File: src/rtl/cache_axi_master.sv
// cache_axi_master
// Memory-side stage behind the cache core. Each cache line request becomes a
// single AXI4 INCR burst (one cache chunk per beat, BEATS beats per line),
// with one transaction in flight at a time and all IDs left at zero.
//
// Ports:
//   clk, rst                    clock, synchronous active-high reset
//   addr_valid_in/addr_in/rw_in line request (rw_in=1 write-back, 0 fill)
//   req_ready                   request accepted when high with addr_valid_in
//   valid_wb/ready_wb/data_wb   write-back chunk stream from the cache
//   valid_ld/ready_ld/data_ld   fill chunk stream to the cache
//   xfer_done                   one-cycle pulse when a burst completes
//   bus_err                     sticky error (bad response or rlast misplacement)
//   aw*/w*/b*/ar*/r*            AXI4 master channels
module cache_axi_master #(
   parameter int ADDR_SIZE      = 32,
   parameter int DATA_SIZE      = 32,
   parameter int WR_M_DATA_SIZE = 4,
   parameter int BLOCK_SIZE     = 6,
   localparam int DW            = DATA_SIZE * WR_M_DATA_SIZE
) (
   input  logic                 clk,
   input  logic                 rst,
   input  logic                 addr_valid_in,
   input  logic [ADDR_SIZE-1:0] addr_in,
   input  logic                 rw_in,
   output logic                 req_ready,
   input  logic                 valid_wb,
   output logic                 ready_wb,
   input  logic [DW-1:0]        data_wb,
   output logic                 valid_ld,
   input  logic                 ready_ld,
   output logic [DW-1:0]        data_ld,
   output logic                 xfer_done,
   output logic                 bus_err,
   output logic                 awvalid,
   input  logic                 awready,
   output logic [ADDR_SIZE-1:0] awaddr,
   output logic [7:0]           awlen,
   output logic [2:0]           awsize,
   output logic [1:0]           awburst,
   output logic                 wvalid,
   input  logic                 wready,
   output logic [DW-1:0]        wdata,
   output logic [DW/8-1:0]      wstrb,
   output logic                 wlast,
   input  logic                 bvalid,
   output logic                 bready,
   input  logic [1:0]           bresp,
   output logic                 arvalid,
   input  logic                 arready,
   output logic [ADDR_SIZE-1:0] araddr,
   output logic [7:0]           arlen,
   output logic [2:0]           arsize,
   output logic [1:0]           arburst,
   input  logic                 rvalid,
   output logic                 rready,
   input  logic [DW-1:0]        rdata,
   input  logic [1:0]           rresp,
   input  logic                 rlast
);

   localparam int BEATS  = (1 << BLOCK_SIZE) / (DW / 8);
   localparam int CW     = $clog2(BEATS) + 1;
   localparam int AXSIZE = $clog2(DW / 8);
   localparam logic [ADDR_SIZE-1:0] LINE_MASK = ~ADDR_SIZE'((1 << BLOCK_SIZE) - 1);

   typedef enum logic [2:0] {IDLE, AW, W, B, AR, R} state_t;

   state_t               state, state_nx;
   logic [CW-1:0]        beat_cnt, cnt_nx;
   logic [ADDR_SIZE-1:0] line_addr, line_nx;
   logic                 err_q, err_nx;
   logic                 last_beat;

   assign last_beat = (beat_cnt == CW'(BEATS - 1));

   always_ff @(posedge clk) begin
      if (rst) begin
         state     <= IDLE;
         beat_cnt  <= '0;
         line_addr <= '0;
         err_q     <= 1'b0;
      end else begin
         state     <= state_nx;
         beat_cnt  <= cnt_nx;
         line_addr <= line_nx;
         err_q     <= err_nx;
      end
   end

   // Outputs are decoded from the registered state and forced low while rst
   // is high, so an abandoned burst drops its valids in the reset cycle itself.
   always_comb begin
      state_nx  = state;
      cnt_nx    = beat_cnt;
      line_nx   = line_addr;
      err_nx    = err_q;
      req_ready = 1'b0;
      ready_wb  = 1'b0;
      valid_ld  = 1'b0;
      data_ld   = '0;
      xfer_done = 1'b0;
      bus_err   = 1'b0;
      awvalid   = 1'b0;
      awaddr    = '0;
      awlen     = '0;
      awsize    = '0;
      awburst   = '0;
      wvalid    = 1'b0;
      wdata     = '0;
      wstrb     = '0;
      wlast     = 1'b0;
      bready    = 1'b0;
      arvalid   = 1'b0;
      araddr    = '0;
      arlen     = '0;
      arsize    = '0;
      arburst   = '0;
      rready    = 1'b0;
      if (!rst) begin
         bus_err = err_q;
         unique case (state)
            IDLE: begin
               req_ready = 1'b1;
               if (addr_valid_in) begin
                  line_nx  = addr_in & LINE_MASK;
                  state_nx = rw_in ? AW : AR;
               end
            end
            AW: begin
               awvalid = 1'b1;
               awaddr  = line_addr;
               awlen   = 8'(BEATS - 1);
               awsize  = 3'(AXSIZE);
               awburst = 2'b01;
               if (awready) begin
                  state_nx = W;
                  cnt_nx   = '0;
               end
            end
            W: begin
               wvalid   = valid_wb;
               ready_wb = wready;
               wdata    = data_wb;
               wstrb    = '1;
               wlast    = last_beat;
               if (valid_wb && wready) begin
                  cnt_nx = beat_cnt + CW'(1);
                  if (last_beat) state_nx = B;
               end
            end
            B: begin
               bready = 1'b1;
               if (bvalid) begin
                  err_nx    = err_q | (bresp != 2'b00);
                  xfer_done = 1'b1;
                  state_nx  = IDLE;
               end
            end
            AR: begin
               arvalid = 1'b1;
               araddr  = line_addr;
               arlen   = 8'(BEATS - 1);
               arsize  = 3'(AXSIZE);
               arburst = 2'b01;
               if (arready) begin
                  state_nx = R;
                  cnt_nx   = '0;
               end
            end
            R: begin
               valid_ld = rvalid;
               rready   = ready_ld;
               data_ld  = rdata;
               if (rvalid && ready_ld) begin
                  // Burst length is counted locally; a misplaced rlast is
                  // flagged but never shortens or extends the burst.
                  err_nx = err_q | (rresp != 2'b00) | (rlast != last_beat);
                  cnt_nx = beat_cnt + CW'(1);
                  if (last_beat) begin
                     xfer_done = 1'b1;
                     state_nx  = IDLE;
                  end
               end
            end
            default: state_nx = IDLE;
         endcase
      end
   end

endmodule

File: config.mk
export PLATFORM = sky130hd
export DESIGN_NAME = cache_axi_master
export DESIGN_NICKNAME = d
export VERILOG_FILES = /design/src/rtl/cache_axi_master.sv
export SDC_FILE = /design/constraint.sdc
export NUM_CORES = 1
export LEC_CHECK = 0
export BUFFER_PORTS_ARGS = -buffer_cell sky130_fd_sc_hd__buf_2
export CAP_MARGIN = 20
export CORE_AREA = 4 4 263 265
export CTS_CLUSTER_DIAMETER = 30
export DETAILED_ROUTE_END_ITERATION = 7
export DIE_AREA = 0 0 267 269
export GPL_TIMING_DRIVEN = 1
export MAX_ROUTING_LAYER = met4
export PLACE_DENSITY = 0.3
export SKIP_CTS_REPAIR_TIMING = 1
export SYNTH_ARGS = -nofsm -noshare
export SYNTH_HDL_FRONTEND = slang
export SYNTH_SLANG_ARGS = --single-unit
File: constraint.sdc
create_clock -name clk -period 2.01 [get_ports clk]
set_input_delay 0.402 -clock clk [delete_from_list [all_inputs] [get_ports clk]]
set_output_delay 0.402 -clock clk [all_outputs]
set_load 0.005 [all_outputs]
Word level (Yosys, flattened, before mapping)
Cells that the tools add are included.

Reduce and logical (&&, ||, !) cells: 11. Add/sub/neg operators: 1. Bitwise gates (word level): 3. Equality and inequality tests: 15. Multiplexer cells: 64.

Operators by type and width (number): 2-to-1 mux 128 bit (4); 2-to-1 mux 32 bit (4); 2-to-1 mux 3 bit (17); 2-to-1 mux 16 bit (2); 2-to-1 mux 1 bit (29); case mux 3 bit (6 select lines) (1); inequality test 2 bit, second input constant (8); case mux 3 bit (4 select lines) (1); == test 3 x 2 -> 1 bit, second input constant (3); 2-to-1 mux 2 bit (4); AND reduction 8 bit (1); == test 3 bit, second input constant (2); nonzero test 2 bit (3); AND reduction 5 bit (1); case mux 1 bit (2 select lines) (2); nonzero test 4 bit (1); adder 3 x 1 -> 3 bit, second input constant (1); == test 3 x 1 -> 1 bit, second input constant (1); zero test 3 bit (1); OR 1 bit (3); AND reduction 3 bit (1); logical AND 1 bit (2); AND reduction 2 bit (1); inequality test 1 bit (1).

Logic and storage cells: 98. Input port bits: 304. Output and inout bits: 373. Register bits: 33.

Logic depth before layout (Yosys ltp)
Word-level depth: 5. Mapped depth: 7. Depth with buffers taken out: 7.

Worst setup path before layout
Ideal clock, no wire load.

Kind: reg2out. From: register state[2]. To: output wdata[118]. Data arrival time: 1550 ps. Slack: 58 ps. Buffers on the path: 1. Required time: 1608 ps. Stages on the path, launching flop included: 5. Path through: dfxtp_1 -> nand2b_2 -> nor3_2 -> clkbuf_1 -> and2_1.

Cells in the longest elaborated chain, start to end: 3.

RTL lines: from (decl) (line 70) `state_t state, state_nx;`; from (signal assigned) (line 85) `state <= state_nx;`; == test 3 x 2 -> 1 bit (line 123) `unique case (state)`; 2-to-1 mux 128 bit (line 123); 2-to-1 mux 128 bit (line 121) `if (!rst) begin`; to (decl) (line 44) `output logic [DW-1:0] wdata,`.

No other way between the ends.

Worst setup path after layout
From: register state[2]. To: output wdata[94].

The elaborated chain is that of the path after synthesis.

==> run metrics <==
status complete, but fails checks; failing checks setup timing; Synth Register Bits 33; PD cells 420.7 nW/um^2; Slowest cell on crit path dfxtp_2; die width 267 um; Crit path top cell by count buf_12; first-pass GRT wire length 46380 um; CP bufs+invs 4; Final nets 1552; routed via count 6536; most area-consuming cells after synthesis and2_1 49%, dfxtp_1 17%, buf_4 10%, nand2_1 5.1%, a21oi_1 3.6%; pin count of the biggest net entering global routing 53; critical path arrival 1760 ps; DRC Markers 0; worst-case clock buffer depth 2; vias per inst 3.079; I/O pin total 677; global-route congestion overflow total 0; CTS root buffer clkbuf_16; hpwl dp 32620 um; sequential area share after synthesis 0.1655; Core ar. 66800 sq um; synthesized cell area 3991 sq um; Max VDD drop 318.2 uV; endpoints failing setup 311; GRT Total Usage 0.09454; fmax 462.8 MHz; Die Height 269 um; family with the most delay on the worst path buffers and inverters; layout cells sized above 1 0.7514; starting density of the core 0.05975; RSZ-0062 raised after global routing true; Reg2Reg Setup Slack 190 ps; max_slew headroom 0.6598; Pins Over Slew Limit 0; Total Routed Length 42570 um; leakage power 5.719 nW; most common cell after layout, fill and taps aside buf_2; CP Data Required Time 1610 ps; fin util 0.1667; Avg Inst Size Synth 6.858 sq um; PnR worst setup slack -150.6 ps; worst-margin pin slew 510.3 ps; Mapped Cells 582; Max H-tree Level 2; Initial DRC Count 169; crit share post-route 1.075; CP cell instances nand2b_4, nor3_4, buf_12, buf_12, buf_12, and2_1, buf_2; final hold vios 0; RD Place Congestion 0.9509; Critical R2R Capture state[0]$_SDFFE_PP0P_; pre-CTS setup slack 12.29 ps; Syn. warnings 0; most frequent cells in the layout 440 x buf_2, 206 x buf_6, 185 x and2_4; Startpoint Class flip-flop; WS Path Type flip-flop to output port; CTS clk-pin slew, worst paths 70 ps; WL/cell 20.05 um; Critical path origin state[2]$_SDFFE_PP0P_; Crit. End Element output port; CTS buffer count 5; die area 71820 sq um; clock sinks 33; Routed Antenna Nets 0; TritonCTS clock tree done; Reg-to-Reg Start beat_cnt[0]$_SDFFE_PP0P_; worst hold path type input pin to flip-flop; max_cap viols 0; reg2reg path depth 7; crit path max fanout 7; CP peak stage delay 330 ps; min Tclk post-route 2161 ps; Worst path depth 7; initial antenna violation count 9; Yosys cell types 39; clk_lat worst skew 300 ps; # rows 95; vias in the first global route 6098; Yosys top cell area share 0.4906; First-pass DRT Iterations 4; Layout Skew 5.690 ps; area leader, netlist and2_1; Setup crit end wdata[94]; Area Overhead vs Synth 179.0%; Port Buffers 640
[kinds of logic after synthesis]
group,share of synthesized area
other cells,0.0009395
compound gates,0.06929
fa+ha+maj,0.006269
xor+xnor,0.002195
mux,0.002508
flops,0.1655
simple gates,0.5988
buf+inv,0.1545
[cells in the mapped netlist]
library cell / count
xor2_1: 1
clkbuf_1: 27
a2111oi_4: 1
a311oi_1: 1
nand4_1: 1
nand2_1: 54
nand2b_2: 1
conb_1: 1
a41oi_2: 1
a41oi_1: 1
nor2_4: 1
a211oi_1: 1
o22ai_1: 1
a31o_1: 1
nor2_2: 1
nand2b_1: 6
nor2b_1: 1
nand3_1: 1
inv_1: 6
nand3_2: 1
o22a_1: 1
buf_2: 5
and2_1: 313
dfxtp_1: 33
nor3_1: 8
o31ai_1: 4
nor2_1: 3
nor3b_4: 1
buf_6: 2
clkbuf_2: 8
and4_4: 1
buf_4: 54
a21oi_1: 29
nand3b_1: 4
a2111oi_0: 1
ha_1: 2
nor3_2: 2
mux2i_1: 1
nand2_2: 1
[per-layer routing]
metal	global-route usage	vias up	wire [um]
met4	0.01214	0	582
met5	-	-	0
met1	0.1112	3044	17330
met3	0.01469	29	2751
met2	0.1746	417	21900
li1	-	3046	-
[area by class of cell]
cell class / instances / area, sq um
Fill cell: 7576 / 55660
Timing Repair Buffer: 724 / 5871
Multi-Input combinational cell: 476 / 3333
Tap cell: 873 / 1092
Sequential cell: 33 / 668.1
Clock buffer: 5 / 125.1
Inverter: 6 / 22.52
Clock inverter: 3 / 17.52
Antenna cell: 3 / 7.507
[sequential cells by signal, summed over array words and instances, names as in the netlist]
| signal | cells |
|---|---|
| state | 3 |
| err_q | 1 |
| line_addr | 26 |
| beat_cnt | 3 |
[tightest hold or removal path, stage by stage]
cell	delay, ps
buf_2	90
nand2_1	50
a21oi_1	50
[stage by stage]
step                      instance area (sq um)  total power [W]  cells  hold slack (ps)  setup TNS, ps
final                                     11140         0.004686   2123            331.6         -18910
after detailed placement                   8194         0.002913   2057            456.9              0
after global placement                     8194         0.002925   2057            448.3              0
after floorplan                            4100         0.001875    611            440.1              0
after global routing                      11130         0.005030   2122            324.4         -47260
after CTS                                  8337         0.003810   2065            313.2         -56540
[where the power goes]
part | total (W) | internal (W) | switching, W
Clock | 0.000827 | 0.000456 | 0.000370
Sequential | 0.000917 | 0.000792 | 0.000124
Combinational | 0.00294 | 0.00160 | 0.00134
[worst min-delay path by stage]
| stage | cells after the start | start | endpoint | slack, ps |
|---|---|---|---|---|
| 2_1_floorplan | 2 | line_addr[10]$_SDFFE_PP0P_ | line_addr[10]$_SDFFE_PP0P_ | 440 |
| 3_3_place_gp | 2 | line_addr[28]$_SDFFE_PP0P_ | line_addr[28]$_SDFFE_PP0P_ | 450 |
| 3_5_place_dp | 2 | line_addr[8]$_SDFFE_PP0P_ | line_addr[8]$_SDFFE_PP0P_ | 460 |
| 4_1_cts | 3 | addr_in[27] | line_addr[27]$_SDFFE_PP0P_ | 310 |
| 5_1_grt | 3 | addr_in[13] | line_addr[13]$_SDFFE_PP0P_ | 320 |
| 6_report | 3 | addr_in[27] | line_addr[27]$_SDFFE_PP0P_ | 330 |
(Power assumes the default switching activity.)
